**config.mk**
```make
export PLATFORM = sky130hd
export DESIGN_NAME = divacc
export DESIGN_NICKNAME = d
export VERILOG_FILES = /design/src/rtl/divacc.sv
export SDC_FILE = /design/constraint.sdc
export NUM_CORES = 1
export LEC_CHECK = 0
export CAP_MARGIN = 40
export CORE_MARGIN = 2
export CORE_UTILIZATION = 53
export CTS_CLUSTER_DIAMETER = 80
export CTS_CLUSTER_SIZE = 10
export DETAILED_ROUTE_END_ITERATION = 10
export GPL_ROUTABILITY_DRIVEN = 1
export PLACE_DENSITY = 0.82
export REMOVE_ABC_BUFFERS = 1
export SLEW_MARGIN = 20
export SYNTH_ARGS = -nofsm -noshare
export SYNTH_HDL_FRONTEND = slang
export SYNTH_SLANG_ARGS = --single-unit
```
**constraint.sdc**
```tcl
create_clock -name clk -period 3.5 [get_ports clk]
set_input_delay 0.525 -clock clk [delete_from_list [all_inputs] [get_ports clk]]
set_output_delay 0.525 -clock clk [all_outputs]
set_load 0.01 [all_outputs]
```
**src/rtl/divacc.sv**
```systemverilog
// Running-quotient accumulator: each accepted en replaces acc with acc / x
// using a WIDTH-step unsigned restoring divider, with sticky inexact/divzero flags.
module divacc #(
  parameter int WIDTH = 32
) (
  input  logic             clk,
  input  logic             reset,
  input  logic             load,
  input  logic             en,
  input  logic [WIDTH-1:0] x,
  output logic [WIDTH-1:0] out,
  output logic             busy,
  output logic             done,
  output logic             inexact,
  output logic             divzero
);
  localparam int CW = $clog2(WIDTH + 1);

  typedef enum logic [1:0] {IDLE, DIV, FIN} state_t;

  state_t           state_q, state_d;
  logic [WIDTH-1:0] acc_q, acc_d;
  logic [WIDTH-1:0] dvd_q, dvd_d;
  logic [WIDTH-1:0] dvs_q, dvs_d;
  logic [WIDTH-1:0] rem_q, rem_d;
  logic [CW-1:0]    cnt_q, cnt_d;
  logic             inx_q, inx_d;
  logic             dz_q, dz_d;

  // One restoring step. The trial value is WIDTH+1 bits wide so a divisor
  // with its top bit set still compares correctly; the restored remainder is
  // always below the divisor, so WIDTH bits suffice to store it.
  logic [WIDTH:0]   trial, rem_step;
  logic [WIDTH-1:0] quo_step;
  logic             ge, last;

  always_comb begin
    trial    = {rem_q, dvd_q[WIDTH-1]};
    ge       = (trial >= {1'b0, dvs_q});
    rem_step = ge ? (trial - {1'b0, dvs_q}) : trial;
    quo_step = {dvd_q[WIDTH-2:0], ge};
    last     = (cnt_q == CW'(WIDTH - 1));
  end

  always_comb begin
    state_d = state_q;
    acc_d   = acc_q;
    dvd_d   = dvd_q;
    dvs_d   = dvs_q;
    rem_d   = rem_q;
    cnt_d   = cnt_q;
    inx_d   = inx_q;
    dz_d    = dz_q;
    unique case (state_q)
      IDLE: begin
        if (load) begin
          acc_d = x;
          inx_d = 1'b0;
          dz_d  = 1'b0;
        end else if (en) begin
          if (x == '0) begin
            dz_d    = 1'b1;
            state_d = FIN;
          end else begin
            dvs_d   = x;
            dvd_d   = acc_q;
            rem_d   = '0;
            cnt_d   = '0;
            state_d = DIV;
          end
        end
      end
      DIV: begin
        rem_d = rem_step[WIDTH-1:0];
        dvd_d = quo_step;
        cnt_d = cnt_q + 1'b1;
        if (last) begin
          acc_d   = quo_step;
          inx_d   = inx_q | (rem_step != '0);
          cnt_d   = '0;
          state_d = FIN;
        end
      end
      FIN:     state_d = IDLE;
      default: state_d = IDLE;
    endcase
  end

  always_ff @(posedge clk or negedge reset) begin
    if (!reset) begin
      state_q <= IDLE;
      acc_q   <= '0;
      dvd_q   <= '0;
      dvs_q   <= '0;
      rem_q   <= '0;
      cnt_q   <= '0;
      inx_q   <= 1'b0;
      dz_q    <= 1'b0;
    end else begin
      state_q <= state_d;
      acc_q   <= acc_d;
      dvd_q   <= dvd_d;
      dvs_q   <= dvs_d;
      rem_q   <= rem_d;
      cnt_q   <= cnt_d;
      inx_q   <= inx_d;
      dz_q    <= dz_d;
    end
  end

  assign out     = acc_q;
  assign busy    = (state_q == DIV);
  assign done    = (state_q == FIN);
  assign inexact = inx_q;
  assign divzero = dz_q;
endmodule

```
==> impl_metrics.toml, run 1 <==
[yosys]
synth_xor_area_share_pct = 2.66
synthFlopType = "dfrtp_1"
synth_edf_count = 0
ys_warn_count = 0
synthAdderAreaFrac_pct = 5.26
yosysMostFrequentCell = "dfrtp_1"
syn_inst = 892
synth_top_area_share_pct = 42.0
synth_top_family_by_area = "compound AO/OA/AOI/OAI gates"
yosysUniqueCellTypes = 68
netlist_top_cells_area = "dfrtp_1 (42%), a22oi_1 (8.6%), nand2_1 (5.9%)"
synth_seq_cells = 138
netlist_area_sq_mm = 0.00823
synth-simple-area-share_pct = 14.5
synth_mux_area_share_pct = 7.05
async_reset_ff_share_pct = 100
ys_top_cells_by_count = "dfrtp_1 (138), nand2_1 (129), a22oi_1 (94)"
synth_top_cell_by_area = "dfrtp_1"
synth-compound-area-share_pct = 23.7
ys_seq_area_share_pct = 42.0
syn_area_per_cell_sq_um = 9.23

[placement]
gp_congestion = 0.942
io_buffers = 71
dpl_cell_area_sq_mm = 0.00948
hpwlAfterDp_um = 16400

[global_routing]
grt_max_degree = 71
antenna_found_initial = 0
grt_pass1_vias = 7436
grt-ovfl-total = 0
grt_pass1_wl_um = 38100
grt_util_all_layers_pct = 29.5

[detailed_routing]
firstDrtPassIters = 6
postRouteAntennaNets = 0
via_per_inst = 6.48
dr.first_iter.drc_count = 633
wl_per_cell_um = 20.3
via_count = 7787
drc = 0
routed_wl_um = 24400

[final_layout]
final_core_utilization_pct = 67.8
final_nets = 1071
finish.instance_area_sq_mm = 0.0103
drive_above_1_share_pct = 17.0
syn_to_final_growth_pct = 25.2
n_antenna_cell = 0

[setup_path]
r2r_setup_slack_ns = -0.20
crit_start = "dvd_q[31]"
r2r-start = "dvd_q[31]"
worstSetupStartpointType = "register"
reg2reg_depth = 15
end_kind = "register"
required_ns = 3.79
cp_max_fo = 3
worstPathArrival_ns = 3.99
critical_path_class = "reg -> reg"

[timing]
fin_crit_sh_pct = 106
finClkSkew_ns = 0.00837
hold_viol = 0
post-route-min-period_ns = 3.70
whs_ns = 0.0922
rsz0062_at_grt = "true"
max_freq_ghz = 0.270
report.final.slew_viol_count = 0
timing_worst_slew_pin_value_ns = 0.644
relSlewSlack_pct = 56.7
fin_ws_ns = -0.204
setup-violations-final = 1

[die]
start_util_pct = 54.1
top_level_ports = 72
core_region_area_sq_mm = 0.0152
die_width_um = 129
rows = 45
die_h_um = 129
dieArea_sq_mm = 0.0165

[status]
status = "complete, but fails checks"
violations = "negative setup slack"

[clock_tree]
cts_tree = "yes"
clk_path_buf_depth = 2
clock_sinks = 138
cts_root_buf = "clkbuf_16"
cts_made_buffers = 17
hold_buffers = 0
path_clk_slew_ns = 0.06
cts.htree.levels = 4
worstSkewPairLatency_ns = 0.42

[pwr]
p_per_area_mw_per_mm2 = 1100
power_leakage_nw = 4.63
peakVddDrop_v = 0.000485

[worst_hold_path]
worstHoldPathType = "in -> async"

[job]
cap_violations = 0
-- cells in the final DEF (no fill, tap or decap), types with 22 or more instances in the layout --
cell and n:
clkdlybuf4s50_1 70, ha_1 32, mux2_2 32, o21ai_0 79, nand2_1 129, a21oi_1 34
buf_4 70, inv_1 41, dfrtp_1 138, mux2i_1 22, nor2_1 29, a22oi_1 94
-- registers in the layout, indices dropped and copies added (netlist names) --
register	count
rem_q	32
state_q	2
dvd_q	32
cnt_q	6
out	32
divzero	1
inexact	1
dvs_q	32
-- final cells by class --
type / instances / area [sq um]
multi-input combinational: 656 / 4540
sequential: 138 / 3450
timing repair buffer: 144 / 1300
clock buffer: 20 / 447
clock inverter: 12 / 171
inverter: 44 / 165
fill: 1076 / 4890
tap: 188 / 235
-- where the power goes --
group	internal, W	leakage (nW)	switching [W]
registers	0.00222	1.71	0.000572
clock network	0.00121	0.296	0.000699
logic	0.00297	2.62	0.00367
total	0.00640	4.63	0.00494
-- worst max-delay path, cell delays in order (launching register included) --
cell	delay, ns
dfrtp_1	0.39
inv_2	0.07
ha_4	0.12
inv_2	0.04
fa_2	0.37
a21o_1	0.23
a221oi_4	0.25
buf_4	0.16
o22ai_4	0.07
or4_4	0.53
and3_4	0.18
nor4_4	0.15
a41oi_2	0.13
or4b_4	0.56
nor3b_2	0.22
a31oi_1	0.11
-- worst paths after layout --
path | end
worst max-delay path | inexact
worst min-delay path | dvd_q[8]
worst max register to register | inexact
worst min register to register | out[13]
max in group asynchronous | dvs_q[29]
min in group clk | out[13]
-- metrics by stage --
stage / TNS, ns / instances / total power [W] / setup WS, ns
finish: -0.204 / 1202 / 0.0113 / -0.204
detailed placement: -0.312 / 1160 / 0.00870 / -0.306
global route: -0.463 / 1202 / 0.0120 / -0.376
CTS: -0.173 / 1193 / 0.0107 / -0.173
floorplan: -35.65 / 837 / 0.00662 / -1.78
global placement: -0.223 / 1160 / 0.00857 / -0.223
-- logic make-up (layout without fill, tap and decap cells) --
| kind of cell | count (synthesis) | count (layout) |
|---|---|---|
| buf+inv | 99 | 220 |
| compound gates | 290 | 291 |
| flops | 138 | 138 |
| fa+ha+maj | 34 | 34 |
| simple gates | 252 | 252 |
| xor+xnor | 25 | 25 |
| mux | 54 | 54 |
-- layer usage --
metal / GRT usage (%) / vias to the layer above / wire [um]
li1: - / 3509 / -
met1: 40.2 / 3799 / 9940
met2: 47.4 / 416 / 11600
met3: 4.99 / 63 / 2040
met4: 11.7 / 0 / 756
met5: 0 / - / 0
-- repair_timing --
item                                    4_1_cts  5_1_grt
endpoints found under the setup margin        3        3
endpoints found under the hold margin         0        0
pin swaps                                     4       19
gates cloned                                  0        1
setup buffers                                 1        8
resized for setup                             2       24
Power figures use the tool's default switching activity.
==> inputs of run 2 (changes only) <==
--- a/config.mk
+++ b/config.mk
@@ -8,6 +8,6 @@
 export CAP_MARGIN = 40
-export CORE_MARGIN = 2
+export CORE_MARGIN = 1
 export CORE_UTILIZATION = 53
 export CTS_CLUSTER_DIAMETER = 80
-export CTS_CLUSTER_SIZE = 10
+export CTS_CLUSTER_SIZE = 20
 export DETAILED_ROUTE_END_ITERATION = 10
==> constraint.sdc (replaced) <==
create_clock -name clk -period 3.5 [get_ports clk]
set_input_delay 0.7 -clock clk [delete_from_list [all_inputs] [get_ports clk]]
set_output_delay 0.7 -clock clk [all_outputs]
set_load 0.01 [all_outputs]
==> impl_metrics.toml, run 2 (same netlist as run 1, synthesis figures left out) <==
[global_routing]
grt-ovfl-total = 0
grt_busiest_layer = "met2"
grt_util_all_layers_pct = 30.1
antenna_found_initial = 0
grt_pass1_vias = 7218
grtUsageMet2_pct = 48.3
grt_util_met1_pct = 40.6
grt_pass1_wl_um = 37600
grt_max_degree = 75
gr-usage-met3_pct = 5.53

[pwr]
peakVddDrop_v = 0.000524
power_leakage_nw = 4.58
p_per_area_mw_per_mm2 = 1100

[final_layout]
syn_to_final_growth_pct = 25.3
finish.instance_area_sq_mm = 0.0103
final_cell_mix = "dfrtp_1 (137), nand2_1 (129), a22oi_1 (94)"
final_nets = 1065
nFillCells = 1121
n_antenna_cell = 0
final_common_cell = "dfrtp_1"
final_core_utilization_pct = 67.9
drive_above_1_share_pct = 17.7

[detailed_routing]
wl_per_cell_um = 19.9
via_per_inst = 6.43
via_count = 7678
firstDrtPassIters = 5
routed_wl_um = 23800
drc = 0
dr.first_iter.drc_count = 784
postRouteAntennaNets = 0

[setup_path]
required_ns = 3.80
end_kind = "register"
worstSetupStartpointType = "register"
crit_family = "simple AND/OR/NAND/NOR gates"
worstPathCellList = "ha_1 > nand4_1 > nor4_1 > buf_4 > nand3_1 > o211ai_1 > o31ai_2 > nor3_2 > a41oi_1 > or4b_4 > nor3b_2 > a31oi_1"
r2r-start = "rem_q[16]"
critPathSlowestCell = "ha_1"
cp_max_fo = 8
worstPathArrival_ns = 3.83
rr_endpoint = "inexact"
critical_path_class = "reg -> reg"
reg2reg_depth = 12
cp.buffers_inverters = 1
cp.depth = 12
r2r_setup_slack_ns = -0.03
max_stage_delay_ns = 0.55

[clock_tree]
cts.htree.levels = 4
clock_sinks = 138
cts_root_buf = "clkbuf_16"
cts_made_buffers = 17
path_clk_slew_ns = 0.06
clk_path_buf_depth = 2
worstSkewPairLatency_ns = 0.43
cts_tree = "yes"

[timing]
fin_setup_tns_ns = -0.0307
fin_crit_sh_pct = 101
rsz0062_at_grt = "true"
fin_ws_ns = -0.0307
setup-violations-final = 1
timing_worst_slew_pin_value_ns = 0.703
hold_viol = 0
relSlewSlack_pct = 53.1
finClkSkew_ns = 0.00667
max_freq_ghz = 0.283
post-route-min-period_ns = 3.53
report.final.slew_viol_count = 0

[die]
die_h_um = 127
die_width_um = 127
core_region_area_sq_mm = 0.0152
start_util_pct = 54.1
top_level_ports = 72
dieArea_sq_mm = 0.0160
rows = 45

[status]
violations = "negative setup slack"
status = "complete, but fails checks"

[placement]
hpwlAfterDp_um = 16200
dpl_cell_area_sq_mm = 0.00941
io_buffers = 71
gp_congestion = 0.973

[worst_hold_path]
worstHoldPathType = "in -> async"

[job]
cap_violations = 0
==> run 2: changes by cell type in the layout (fill, tap and decap cells not counted), moves of 2 or more <==
cell | before | now
bufinv_16 | 4 | 2
inv_6 | 1 | 4
clkinv_2 | 4 | 1
clkbuf_1 | 2 | 0
buf_4 | 70 | 62
nor3_1 | 13 | 11
ha_1 | 32 | 26
inv_8 | 0 | 2
nor3_2 | 1 | 3
ha_2 | 0 | 6
clkinv_4 | 0 | 3
==> run 2: cell type report <==
type | count | area [sq um] | share of cell area (%)
Clock buffer | 17 | 425 | 4.12
Clock inverter | 14 | 164 | 1.59
Inverter | 44 | 165 | 1.60
Multi-Input combinational cell | 656 | 4600 | 44.6
Sequential cell | 138 | 3450 | 33.5
Tap cell | 188 | 235 | 2.28
Timing Repair Buffer | 138 | 1270 | 12.3
==> run 2: through the flow <==
step,instances,hold slack (ns),setup slack [ns],power [W]
global placement,1150,0.482,-0.135,0.00850
detailed placement,1150,0.493,-0.171,0.00861
CTS,1184,0.313,-0.0397,0.0106
finish,1195,0.282,-0.0307,0.0113
global route,1195,0.352,-0.150,0.0120
floorplan,837,0.404,-1.78,0.00662
==> run 2: power by group <==
| part | internal, W | switching (W) | total (W) |
|---|---|---|---|
| Clock | 0.00106 | 0.000751 | 0.00181 |
| Sequential | 0.00222 | 0.000581 | 0.00280 |
| Combinational | 0.00304 | 0.00364 | 0.00668 |
| Total | 0.00632 | 0.00497 | 0.0113 |
==> run 2: worst max path at each step <==
stage	from	to	slack, ns
2_1_floorplan	rem_q[3]	inexact	-1.78
3_3_place_gp	dvd_q[31]	inexact	-0.14
3_5_place_dp	dvd_q[31]	inexact	-0.17
4_1_cts	dvd_q[31]	inexact	-0.04
5_1_grt	rem_q[16]	inexact	-0.15
6_report	rem_q[16]	inexact	-0.03
==> run 2: per-layer routing <==
| layer | up-vias | part of all wire (%) |
|---|---|---|
| met2 | 371 | 48 |
| met4 | 0 | 2.8 |
| li1 | 3511 | - |
| met1 | 3734 | 42 |
| met5 | - | 0 |
| met3 | 62 | 7.2 |
==> run 2: what timing repair did <==
| action | in CTS | in global routing |
|---|---|---|
| pin swaps | 11 | 13 |
| resized for setup | 11 | 30 |
| cloned | 0 | 1 |
| endpoints found under the hold margin | 0 | 0 |
| buffers inserted | 3 | 10 |
| hold buffers | 0 | 0 |
| setup endpoints to repair | 1 | 4 |
==> run 2: worst reg2reg max path: stages, from the launching register on <==
cell and delay, ns:
dfrtp_1 0.43, ha_1 0.55, nand4_1 0.19, nor4_1 0.31
buf_4 0.19, nand3_1 0.11, o211ai_1 0.24, o31ai_2 0.24
nor3_2 0.26, a41oi_1 0.14, or4b_4 0.50, nor3b_2 0.17
a31oi_1 0.09
==> inputs of run 3 (changes only) <==
- CORE_UTILIZATION: 53 -> 55
- clock period: 3.5 -> 3.9 ns (I/O delays scaled with it)
==> impl_metrics.toml, run 3 (same netlist as run 1, synthesis figures left out) <==
[timing]
post-route-min-period_ns = 3.70
timing_worst_slew_pin_value_ns = 0.681
rsz0062_at_grt = "false"
finClkSkew_ns = 0.00869
max_freq_ghz = 0.270
report.final.slew_viol_count = 0
relSlewSlack_pct = 54.5
fin_crit_sh_pct = 95.0
hold_viol = 0
setup-violations-final = 0

[final_layout]
final_nets = 1021
regArea_sq_mm = 0.00345
layout.cells.non_filler = 1148
syn_to_final_growth_pct = 19.9
nFillCells = 1103
multi_input_area_sq_mm = 0.00442
n_antenna_cell = 0
final_core_utilization_pct = 67.7
drive_above_1_share_pct = 11.4
final_cell_mix = "dfrtp_1 (138), nand2_1 (129), a22oi_1 (94)"
final_common_cell = "dfrtp_1"

[setup_path]
worstSetupStartpointType = "register"
worstPathArrival_ns = 4.00
end_kind = "register"
critical_path_class = "reg -> reg"
required_ns = 4.20
cp_max_fo = 4

[job]
cap_violations = 0

[detailed_routing]
drc = 0
via_per_inst = 6.53
routed_wl_um = 23300
via_count = 7501
firstDrtPassIters = 6
dr.first_iter.drc_count = 598
wl_per_cell_um = 20.3
postRouteAntennaNets = 0

[placement]
gp_congestion = 0.905
hpwlAfterDp_um = 16000
dp.cells = 1112
io_buffers = 71

[pwr]
power_leakage_nw = 4.38
p_comb_share_pct = 53.5
sw_frac_of_total_pct = 43.8
p_int_w = 0.00530
seqPwrFrac_pct = 26.8
p_switching_w = 0.00412
peakVddDrop_v = 0.000461
clockPowerShare_pct = 19.7
p_per_area_mw_per_mm2 = 954

[global_routing]
grt_max_degree = 80
grt_pass1_wl_um = 38100
grt_util_all_layers_pct = 30.7
grt_pass1_vias = 7357
grt-ovfl-total = 0
antenna_found_initial = 0

[die]
start_util_pct = 56.4
rows = 44
dieArea_sq_mm = 0.0155
core_region_area_sq_mm = 0.0146
die_h_um = 124
die_width_um = 124
top_level_ports = 72

[clock_tree]
hold_buffers = 0
cts_made_buffers = 17
clk_path_buf_depth = 2
worstSkewPairLatency_ns = 0.43
cts_tree = "yes"
path_clk_slew_ns = 0.06
cts_root_buf = "clkbuf_16"
cts.htree.levels = 4
clock_sinks = 138

[worst_hold_path]
worstHoldPathType = "in -> async"

[status]
status = "completed"
[run 3: cell count changes in the layout (fill, tap and decap cells not counted), sizes merged]
cell,previous run,this run
clkbuf,17,18
o31ai,8,7
clkinv,5,1
buf,68,25
bufinv,2,5
inv,49,50
[run 3: power by group through the flow]
stage / clock network [W] / logic (W) / registers (W)
2_1_floorplan: 0 / 0.00351 / 0.00243
3_3_place_gp: 0 / 0.00470 / 0.00250
3_5_place_dp: 0 / 0.00479 / 0.00252
4_1_cts: 0.00186 / 0.00486 / 0.00251
5_1_grt: 0.00193 / 0.00552 / 0.00260
6_report: 0.00185 / 0.00504 / 0.00253
[run 3: final cells by class]
| cell class | count | area share [%] |
|---|---|---|
| clock buffers | 18 | 4.45 |
| clock inverters | 14 | 2.34 |
| inverters | 44 | 1.67 |
| multi-input cells | 655 | 44.8 |
| flip-flops and latches | 138 | 35.0 |
| well taps | 184 | 2.33 |
| repair buffers | 95 | 9.44 |
[run 3: repair_timing]
item,CTS,global route
buffers inserted,0,4
setup endpoints to repair,0,1
gates resized for setup,0,5
endpoints found under the hold margin,0,0
[run 3: routing by layer]
metal  wire [um]  vias to the layer above  share of wire (%)  track usage (%)
li1            -                     3407                  -                -
met1        9810                     3673                 42             41.0
met2       10900                      354                 47             48.6
met3        1750                       67                7.5             5.41
met4         816                        0                3.5             14.6
met5           0                        -                  0                0
[run 3: final timing paths]
kind,start,endpoint,slack (ns),cells past startpoint
min in group clk,dvs_q[2],dvs_q[2],0.50,1
worst max register to register,dvd_q[31],inexact,0.20,14
worst max-delay path,dvd_q[31],inexact,0.20,14
worst min register to register,dvs_q[2],dvs_q[2],0.50,1
max in group asynchronous,reset,cnt_q[3],2.79,3
worst min-delay path,reset,rem_q[28],0.20,1
[run 3: worst max-delay path, stage by stage, from the launching register on]
cell,delay [ns]
dfrtp_1,0.40
inv_1,0.07
ha_1,0.16
inv_1,0.06
fa_2,0.37
a21o_1,0.21
a221oi_4,0.29
o22ai_2,0.14
or4_4,0.54
and3_4,0.21
nor4_4,0.24
a41oi_1,0.13
or4b_1,0.50
nor3b_2,0.17
a31oi_1,0.10
[run 3: through the flow]
stage | instance area [sq um] | setup WS [ns] | power (W) | hold WS, ns | TNS [ns]
floorplan | 7990 | -1.38 | 0.00594 | 0.467 | -21.65
global placement | 9100 | 0.166 | 0.00720 | 0.482 | 0
detailed placement | 9140 | 0.0903 | 0.00730 | 0.493 | 0
CTS | 9810 | 0.0497 | 0.00923 | 0.201 | 0
global route | 9870 | 0.00257 | 0.0100 | 0.210 | 0
finish | 9870 | 0.196 | 0.00942 | 0.198 | 0
